File: config.mk
export PLATFORM = sky130hd
export DESIGN_NAME = fwd_hazard_ctrl
export DESIGN_NICKNAME = d
export VERILOG_FILES = /design/src/rtl/fwd_hazard_ctrl_pkg.sv /design/src/rtl/fwd_src_sel.sv /design/src/rtl/fwd_hazard_ctrl.sv
export SDC_FILE = /design/constraint.sdc
export NUM_CORES = 1
export LEC_CHECK = 0
export CELL_PAD_IN_SITES_DETAIL_PLACEMENT = 0
export CELL_PAD_IN_SITES_GLOBAL_PLACEMENT = 2
export CORE_MARGIN = 2
export CORE_UTILIZATION = 31
export DETAILED_ROUTE_END_ITERATION = 8
export GPL_TIMING_DRIVEN = 1
export PLACE_DENSITY_LB_ADDON = 0.25
export SLEW_MARGIN = 20
export SYNTH_ARGS = -nofsm -noshare
export SYNTH_HDL_FRONTEND = slang
export SYNTH_HIERARCHICAL = 1
export SYNTH_SLANG_ARGS = --single-unit
File: constraint.sdc
create_clock -name clk_i -period 2.7 [get_ports clk_i]
set_input_delay 0.27 -clock clk_i [delete_from_list [all_inputs] [get_ports clk_i]]
set_output_delay 0.27 -clock clk_i [all_outputs]
set_load 0.03 [all_outputs]
File: src/rtl/fwd_hazard_ctrl_pkg.sv
// Shared types for the forwarding / load-use hazard controller.
// Build option FWD_HAZARD_FORWARDING_EN selects forwarding vs. stall-only operation.
package fwd_hazard_ctrl_pkg;
  localparam int NB_REG = 5;
  localparam int NB_SEL = 2;

  localparam logic [NB_SEL-1:0] FWD_REG = 2'b00;
  localparam logic [NB_SEL-1:0] FWD_WB  = 2'b01;
  localparam logic [NB_SEL-1:0] FWD_MEM = 2'b10;

  typedef struct packed {
    logic              valid;
    logic [NB_REG-1:0] dest;
    logic              reg_write;
    logic              mem_read;
  } trk_t;

  typedef enum logic {RUN = 1'b0, STALL = 1'b1} state_e;

  // $0 is hard-wired zero, so it never creates a dependency
  function automatic logic trk_match(trk_t s, logic [NB_REG-1:0] src, logic use_src);
    return s.valid & s.reg_write & (s.dest == src) & (src != '0) & use_src;
  endfunction
endpackage

File: src/rtl/fwd_src_sel.sv
// Select and hazard logic for one EX operand source (rs or rt).
// FWD_HAZARD_FORWARDING_EN enables forwarding; otherwise any dependency stalls.
module fwd_src_sel
  import fwd_hazard_ctrl_pkg::*;
(
  input  logic [NB_REG-1:0] src_i,
  input  logic              use_i,
  input  logic              id_valid_i,
  input  trk_t              ex_i,
  input  trk_t              mem_i,
  output logic [NB_SEL-1:0] sel_o,
  output logic              hazard_o
);
  logic match_ex, match_mem;

  assign match_ex  = trk_match(ex_i, src_i, use_i);
  assign match_mem = trk_match(mem_i, src_i, use_i);

`ifdef FWD_HAZARD_FORWARDING_EN
  logic unused_mem_rd;
  assign unused_mem_rd = mem_i.mem_read;

  // Load data is not ready until MEM completes; everything else bypasses.
  assign hazard_o = match_ex & ex_i.mem_read & id_valid_i;
  assign sel_o    = (match_ex & ~ex_i.mem_read) ? FWD_MEM :
                    match_mem                   ? FWD_WB  : FWD_REG;
`else
  logic unused_rd;
  assign unused_rd = ex_i.mem_read ^ mem_i.mem_read;

  assign hazard_o = (match_ex | match_mem) & id_valid_i;
  assign sel_o    = FWD_REG;
`endif
endmodule

File: src/rtl/fwd_hazard_ctrl.sv
// Forwarding and load-use hazard controller for the 5-stage pipeline.
// FWD_HAZARD_FORWARDING_EN enables operand forwarding; undefined = stall until WB.
module fwd_hazard_ctrl
  import fwd_hazard_ctrl_pkg::*;
(
  input  logic              clk_i,
  input  logic              rst_n_i,
  input  logic              id_valid_i,
  input  logic [NB_REG-1:0] id_rs_i,
  input  logic [NB_REG-1:0] id_rt_i,
  input  logic              id_use_rs_i,
  input  logic              id_use_rt_i,
  input  logic [NB_REG-1:0] id_dest_i,
  input  logic              id_reg_write_i,
  input  logic              id_mem_read_i,
  input  logic              flush_i,
  output logic [NB_SEL-1:0] fwd_a_sel_o,
  output logic [NB_SEL-1:0] fwd_b_sel_o,
  output logic              stall_o,
  output logic              bubble_o,
  output logic              ex_valid_o
);
  trk_t              ex_q, mem_q, wb_q, ex_d;
  state_e            state_q;
  logic [NB_SEL-1:0] sel_rs, sel_rt, fwd_a_q, fwd_b_q;
  logic              haz_rs, haz_rt, hazard, advance;
  logic              unused_wb;

  fwd_src_sel u_sel_rs (
    .src_i      (id_rs_i),
    .use_i      (id_use_rs_i),
    .id_valid_i (id_valid_i),
    .ex_i       (ex_q),
    .mem_i      (mem_q),
    .sel_o      (sel_rs),
    .hazard_o   (haz_rs)
  );

  fwd_src_sel u_sel_rt (
    .src_i      (id_rt_i),
    .use_i      (id_use_rt_i),
    .id_valid_i (id_valid_i),
    .ex_i       (ex_q),
    .mem_i      (mem_q),
    .sel_o      (sel_rt),
    .hazard_o   (haz_rt)
  );

  // Flush kills the ID instruction, so its hazard no longer matters.
  assign hazard   = haz_rs | haz_rt;
  assign stall_o  = hazard & ~flush_i;
  assign bubble_o = stall_o | flush_i;
  assign advance  = id_valid_i & ~stall_o & ~flush_i;

  always_comb begin
    ex_d = '0;
    if (advance) begin
      ex_d.valid     = 1'b1;
      ex_d.dest      = id_dest_i;
      ex_d.reg_write = id_reg_write_i;
      ex_d.mem_read  = id_mem_read_i;
    end
  end

  always_ff @(posedge clk_i or negedge rst_n_i) begin
    if (!rst_n_i) begin
      ex_q    <= '0;
      mem_q   <= '0;
      wb_q    <= '0;
      fwd_a_q <= FWD_REG;
      fwd_b_q <= FWD_REG;
      state_q <= RUN;
    end else begin
      ex_q    <= ex_d;
      mem_q   <= ex_q;
      wb_q    <= mem_q;
      fwd_a_q <= advance ? sel_rs : FWD_REG;
      fwd_b_q <= advance ? sel_rt : FWD_REG;
      case (state_q)
        RUN:     state_q <= stall_o ? STALL : RUN;
`ifdef FWD_HAZARD_FORWARDING_EN
        STALL:   state_q <= RUN;
`else
        STALL:   state_q <= stall_o ? STALL : RUN;
`endif
        default: state_q <= RUN;
      endcase
    end
  end

  // WB is tracked for completeness; the write-through regfile needs no bypass from it.
  assign unused_wb = ^wb_q;

  assign fwd_a_sel_o = fwd_a_q;
  assign fwd_b_sel_o = fwd_b_q;
  assign ex_valid_o  = ex_q.valid;
endmodule

* Word-level counts from Yosys, hierarchy flattened *
Index checks and enable logic that the tools add are counted.
Widths: inputs -> output; s select.

storage, ports and cells
  flip-flop bits (word level) = 14
  latch bits = 0
  bits in writable memories = 0
  ROM bits = 0
  input port bits = 23
  output and inout port bits = 7
  memories = 0

operators by class
  add/subtract/negate cells = 0
  $mul = 0
  div/mod/pow operators = 0
  order comparisons = 0
  eq/ne operators = 4
  shifts and indexed selects = 0
  multiplexer cells = 1
  bitwise logic cells = 25
  reduce and logical (&&, ||, !) cells = 2

operator list
  operator           number
  $eq 5x5->1         4
  $and 1x1->1        19
  $reduce_bool 5->1  2
  $mux 8             1
  $or 1x1->1         4
  $not 1->1          2

* Longest topological paths before layout *
Gate-level depths: netlist of run 1.

  depth after elaboration = 12
  mapped depth = 7
  gate-level depth less buffers = 6

* Cells and area by module *
The synthesis of run 1 kept the hierarchy.

by module, submodules not included
  module           instances  cells an instance  area an instance (um^2)  seq. area each (um^2)
  fwd_hazard_ctrl  1          36                 614.3                    500.5
  fwd_src_sel      2          20                 156.4                    0.0

* Worst setup path before layout of run 1 *
No wires, ideal clock.

  path kind = flip-flop to output port
  from = register ex_q[6] (netlist bit)
  to = output port stall_o
  data arrival time = 1.675 ns
  data required time = 2.430 ns
  setup slack = 0.755 ns
  stages on the path, launching flop included = 7
  buffers on the path = 0
  cell sequence = dfrtp_1 > xor2_1 > nor4_1 > nand4_1 > a21oi_1 > nor2_1 > nor2_1

on the way
  cells in the longest elaborated chain, start to end = 8
  elaborated cells between the ends (all ways) = 14
  classes of those cells = eq/ne: 2; bitwise: 12

ends and longest elaborated chain
  what                      RTL line                   RTL
  start, declared           fwd_hazard_ctrl.sv:23      trk_t ex_q, mem_q, wb_q, ex_d;
  start signal, assigned    fwd_hazard_ctrl.sv:67      ex_q <= '0;
  start signal, assigned    fwd_hazard_ctrl.sv:74      ex_q <= ex_d;
  $eq 5x5->1                fwd_hazard_ctrl_pkg.sv:22  return s.valid & s.reg_write & (s.dest == src) & (src != '0) & use_src;
  $and 1x1->1 (3 in a row)  fwd_hazard_ctrl_pkg.sv:22
  $or 1x1->1                fwd_src_sel.sv:31          assign hazard_o = (match_ex | match_mem) & id_valid_i;
  $and 1x1->1               fwd_src_sel.sv:31
  net haz_rt                fwd_hazard_ctrl.sv:26      logic haz_rs, haz_rt, hazard, advance;
  $or 1x1->1                fwd_hazard_ctrl.sv:50      assign hazard = haz_rs | haz_rt;
  $and 1x1->1               fwd_hazard_ctrl.sv:51      assign stall_o = hazard & ~flush_i;
  end, declared             fwd_hazard_ctrl.sv:19      output logic stall_o,

The timed path passes the listed nets, and every way through them passes these cells.

* Final worst setup path of run 1 *
  from = input port id_rt_i[2]
  to = output port bubble_o

on the way
  cells in the longest elaborated chain, start to end = 9
  elaborated cells between the ends (all ways) = 14
  classes of those cells = eq/ne: 2; bitwise: 11; reduce/logical: 1

ends and longest elaborated chain
  what                      RTL line                   RTL
  start, declared           fwd_hazard_ctrl.sv:10      input logic [NB_REG-1:0] id_rt_i,
  $eq 5x5->1                fwd_hazard_ctrl_pkg.sv:22
  $and 1x1->1 (3 in a row)  fwd_hazard_ctrl_pkg.sv:22
  $or 1x1->1 *              fwd_src_sel.sv:31
  $and 1x1->1 *             fwd_src_sel.sv:31
  net haz_rt                fwd_hazard_ctrl.sv:26
  $or 1x1->1 *              fwd_hazard_ctrl.sv:50
  $and 1x1->1 *             fwd_hazard_ctrl.sv:51
  $or 1x1->1 *              fwd_hazard_ctrl.sv:52      assign bubble_o = stall_o | flush_i;
  end, declared             fwd_hazard_ctrl.sv:20      output logic bubble_o,

The timed path passes the listed nets; every way through them passes the cells marked *.

==> run summary, run 1 <==
# fillers = 260
Worst-Skew Late Latency = 0.28 ns
Number of warnings issued by yosys = 6
Core area = 2710 um2
Final TNS setup = 0 ns
Worst ir drop on vdd = 0.000233 V
Initial drt markers = 5
Period minus WS final = 2.38 ns
Core Util, Final = 44.0%
First-pass GRT wire length = 2710 um
Leak Pwr = 0.537 nW
Slew HR = 47.6%
Sw power = 0.000125 W
Worst Path Arrival = 2.11 ns
Clk_skew = 0.00600 ns
Grt ovf = 0
DR vias = 586
Largest net degree at the start of global routing = 19
Sequential share of power = 53.5%
Max frequency = 421 MHz
Max H-tree Level = 1
Comb pwr share = 17.0%
Synth Area per Inst = 11.9 um2
WS Path Type = primary input to output pin
Sw frac = 23.2%
Final Cycle Share = 88.0%
RSZ-0062 raised after global routing = false
Final setup vio count = 0
CTS Buffer Depth = 2
Port-buffer cells = 28
Crit-path max FO = 3
Vias in the first global route = 584
First-pass DRT Iterations = 4
Via density = 4.41
Final layout net count = 126
Die Y = 57 um
Num CTS Buffers = 3
Post-synthesis cell area = 871 um2
DIE AREA = 3250 um2
Clk slew on worst S/H paths = 0.10 ns
Cts hold-fix bufs = 0
Std-Cell Rows = 19
Cell Pwr Density = 452 nW/um2
Worst Hold Class = flip-flop to flip-flop
Area grow syn2layout = 36.8%
CP required = 2.43 ns
Setup Buffers After CTS = 0
Least-Margin Pin Slew = 0.783 ns
Post_cts resized = 0
Outcome = finished, final reports clean
Routed Antenna Nets = 0
Total GRT Usage = 11.0%
Clk sink count = 18
Max Cap Viol = 0
Crit. End Element = output pin
DRT Wirelength = 1650 um
Root Driver = clkbuf_4
Int Pwr = 0.000414 W
Antenna cells = 0
Initial antenna violation count = 0
Slew Limit Fails = 0
Cells after Synth = 73
Die width = 57 um
CTS tree = done
Layout cells sized above 1 = 8.82%
Io pins = 30
Endpoints failing hold = 0
Final RePlAce weighted congestion = 0.756
Initial core utilization = 32.1%
Final Power = 0.000539 W
Routed length per instance = 12.4 um
Part of the power in the clock network = 29.5%
Post-route DRC violation count = 0
Critical path launch point type = primary input
state kept, by name, indices dropped and copies added, names as in the netlist:
register,cells
ex_valid_o,1
fwd_a_sel_o,2
fwd_b_sel_o,2
ex_q,6
mem_q,7
metal layers:
layer	vias up	part of all wire, %	routed length (um)	GRT usage [%]
met1	272	46	760	14.9
met5	-	0	0	0
met3	2	6.7	111	2.95
met2	15	46	756	16.3
li1	297	-	-	-
met4	0	1.0	17	5.98
power by group through the flow:
stage                     clock network (W)  logic [W]  registers [W]
after floorplan                           0  0.0000356       0.000299
after global placement                    0  0.0000928       0.000293
after detailed placement                  0  0.0000926       0.000294
after CTS                          0.000167  0.0000932       0.000288
after global routing               0.000182   0.000101       0.000290
final                              0.000159  0.0000916       0.000288
cells in the final DEF, fill, tap and decap left out, types with 3 or more instances in the layout:
master and count:
clkbuf_4 3, xnor2_1 4, xor2_1 16, nand4_1 4, nor4_1 4, conb_1 4
clkdlybuf4s50_1 26, dfrtp_1 18, and2_1 10
cell type report:
type	count	area, um2	area share, %
Tap cell	31	38.8	3.26
Multi-Input combinational cell	52	390	32.8
Clock buffer	4	36.3	3.05
Sequential cell	18	450	37.8
Timing Repair Buffer	28	275	23.1
stage by stage:
step                      setup slack [ns]  cell area, um2  std cells  hold WS [ns]
after floorplan                      0.755             878         75       -0.0256
after global placement               0.301            1150        129         0.390
after detailed placement             0.304            1150        129         0.390
after CTS                            0.299            1190        133         0.414
after global routing                 0.138            1190        133         0.423
final                                0.323            1190        133         0.413
critical path: stages:
cell and delay [ns]:
clkdlybuf4s50_1 0.48, or4_1 0.58, o211ai_2 0.15, a21oi_1 0.10, or3_1 0.36, buf_4 0.17
worst paths after layout:
kind                            start        endpoint  slack [ns]  cells past startpoint
max                        id_rt_i[2]        bubble_o        0.32                      6
min                           ex_q[1]        mem_q[1]        0.41                      0
max reg2reg                  mem_q[6]         ex_q[5]        0.91                      6
min reg2reg                   ex_q[1]        mem_q[1]        0.41                      0
max in group asynchronous     rst_n_i        mem_q[4]        1.78                      1
min in group asynchronous     rst_n_i  fwd_a_sel_o[0]        0.43                      1
(Power assumes the default switching activity.)
==> run 2: changes to the inputs <==
--- a/config.mk
+++ b/config.mk
@@ -7,6 +7,7 @@
 export LEC_CHECK = 0
 export CELL_PAD_IN_SITES_DETAIL_PLACEMENT = 0
 export CELL_PAD_IN_SITES_GLOBAL_PLACEMENT = 2
+export CORE_ASPECT_RATIO = 1.25
 export CORE_MARGIN = 2
 export CORE_UTILIZATION = 31
 export DETAILED_ROUTE_END_ITERATION = 8
==> run 2 against run 1 <==
Compared with the run above: sequential cell count is the same; power shrank 6.6%; via count grew 1.7%; design area shrank 0.84%; critical endpoint unchanged; highest routed layer unchanged; fmax shrank 0.67%; sequential power is essentially flat; worst hold slack gained 0.0048 ns; utilization grew 0.12 points; first-iteration DRC count is the same; combinational power is essentially flat; count of clock-buffer cells in the layout shrank 1; global-route usage grew 1.1 points.
==> run summary, run 2 (same netlist as run 1, synthesis figures left out) <==
Clk slew on worst S/H paths = 0.09 ns (about the same)
Period minus WS final = 2.39 ns (+0.0160 ns)
Crit-path max FO = 3 (unchanged)
Post-route DRC violation count = 0 (unchanged)
Cts hold-fix bufs = 0 (unchanged)
Io pins = 30 (unchanged)
Worst Path Arrival = 2.12 ns (about the same)
DRT Wirelength = 1710 um (+3.9%)
Worst-Skew Late Latency = 0.28 ns (about the same)
Slew HR = 48.1% (+0.44 points)
Final setup vio count = 0 (unchanged)
CTS tree = done
Placed cell count = 132 (+2.3%)
Routed length per instance = 12.7 um (+2.4%)
Worst ir drop on vdd = 0.000195 V (-17%)
Clk_skew = 0.00123 ns (-0.00477 ns)
Die Y = 63.3 um (+11%)
Max Cap Viol = 0 (unchanged)
Max H-tree Level = 1 (unchanged)
Layout cells sized above 1 = 7.92% (-0.90 points)
WS Path Type = primary input to output pin
Most common cell after layout, fill and taps aside = clkdlybuf4s50_1
Crit. End Element = output pin
Post_cts resized = 0 (unchanged)
Int Pwr = 0.000383 W (-7.3%)
Sequential share of power = 57.2% (+3.7 points)
Non-Filler Instances = 135 (+1.5%)
Initial drt markers = 5 (unchanged)
Initial core utilization = 32.5% (+0.36 points)
Vias in the first global route = 649 (+11%)
RSZ-0062 raised after global routing = false
Area taken by multi-input logic gates = 390 um2 (unchanged)
Most frequent cells in the layout = 26 x clkdlybuf4s50_1, 18 x dfrtp_1, 16 x xor2_1
Port-buffer cells = 28 (unchanged)
CP required = 2.43 ns (about the same)
Root Driver = clkbuf_4
Largest net degree at the start of global routing = 19 (unchanged)
DP HPWL = 1390 um
Total GRT Usage = 12.2% (+1.1 points)
# fillers = 286 (+10%)
Comb pwr share = 18.2% (+1.2 points)
Sw frac = 23.8% (+0.62 points)
Top flop regs = mem_q (7), ex_q (6)
Pre-CTS WS = 0.243 ns (-0.0612 ns)
CTS Buffer Depth = 2 (unchanged)
First-pass DRT Iterations = 2 (-2)
Area grow syn2layout = 35.6%
Max frequency = 418 MHz (-0.67%)
Slew Limit Fails = 0 (unchanged)
Routed Antenna Nets = 0 (unchanged)
Part of the power in the clock network = 24.6% (-4.9 points)
Sw power = 0.000120 W (-4.1%)
Hold path cells = 0 (unchanged)
Num CTS Buffers = 3 (unchanged)
Via density = 4.41 (+0.20%)
Critical path launch point type = primary input
Endpoints failing hold = 0 (unchanged)
Final RePlAce weighted congestion = 0.825 (+9.1%)
Outcome = finished, final reports clean
DR vias = 596 (+1.7%)
Post-route setup slack = 0.307 ns (-0.0160 ns)
Grt ovf = 0 (unchanged)
Placed Area = 1160 um2 (+0.32%)
Max reg flops = 7 (unchanged)
Die width = 51.4 um (-9.8%)
DIE AREA = 3250 um2 (about the same)
Most flops, register = mem_q
Worst Hold Class = flip-flop to flip-flop
Setup Buffers After CTS = 0 (unchanged)
Post-route cell area = 1180 um2 (-0.84%)
Leak Pwr = 0.529 nW (-1.3%)
Worst reg2reg path depth = 6 (unchanged)
Initial antenna violation count = 0 (unchanged)
Antenna cells = 0 (unchanged)
Cell Pwr Density = 426 nW/um2 (-5.8%)
Core area = 2680 um2 (-1.1%)
Final Cycle Share = 88.6% (+0.59 points)
Std-Cell Rows = 21 (+2)
First-pass GRT wire length = 2930 um (+8.2%)
Final layout net count = 126 (unchanged)
Sequential cell area = 450 um2 (unchanged)
Clk sink count = 18 (unchanged)
Least-Margin Pin Slew = 0.776 ns (-0.00661 ns)
Final TNS setup = 0 ns (unchanged)
-- run 2: critical path, cell delays in order --
cell and delay [ns]:
clkdlybuf4s50_1 0.48, or4_1 0.58, o211ai_2 0.15, a21oi_1 0.10, or3_1 0.36, buf_4 0.17
-- run 2: layer usage --
layer | GRT usage, % | wire (um) | vias up
met3 | 2.13 | 93 | 2
met4 | 6.91 | 21 | 0
met2 | 19.9 | 854 | 17
met1 | 14.8 | 741 | 276
met5 | 0 | 0 | -
li1 | - | - | 301
-- run 2: layout make-up --
type,instances,area share [%]
multi-input cells,52,33.1
flip-flops and latches,18,38.1
clock buffers,3,1.91
well taps,34,3.60
repair buffers,28,23.3
-- run 2: worst paths after layout --
kind,start,endpoint,slack (ns)
min in group asynchronous,rst_n_i,ex_q[2],0.44
max reg2reg,mem_q[6],ex_q[1],0.88
max,id_rt_i[2],bubble_o,0.31
min,ex_q[1],mem_q[1],0.42
max in group asynchronous,rst_n_i,mem_q[3],1.78
min reg2reg,ex_q[1],mem_q[1],0.42
-- run 2: power groups by stage --
| stage | Combinational, W | Sequential [W] | Clock (W) |
|---|---|---|---|
| floorplan | 0.0000356 | 0.000299 | 0 |
| global placement | 0.0000926 | 0.000293 | 0 |
| detailed placement | 0.0000928 | 0.000294 | 0 |
| CTS | 0.0000935 | 0.000288 | 0.000132 |
| global route | 0.000100 | 0.000290 | 0.000139 |
| finish | 0.0000916 | 0.000288 | 0.000124 |
-- run 2: stage by stage --
| step | power, W | utilization (%) | hold WS (ns) |
|---|---|---|---|
| 2_1_floorplan | 0.000334 | - | -0.0256 |
| 3_5_place_dp | 0.000387 | 43.2 | 0.399 |
| 6_report | 0.000503 | 44.1 | 0.418 |
| 4_1_cts | 0.000514 | 44.1 | 0.421 |
| 3_3_place_gp | 0.000386 | 43.2 | 0.385 |
| 5_1_grt | 0.000530 | 44.1 | 0.455 |
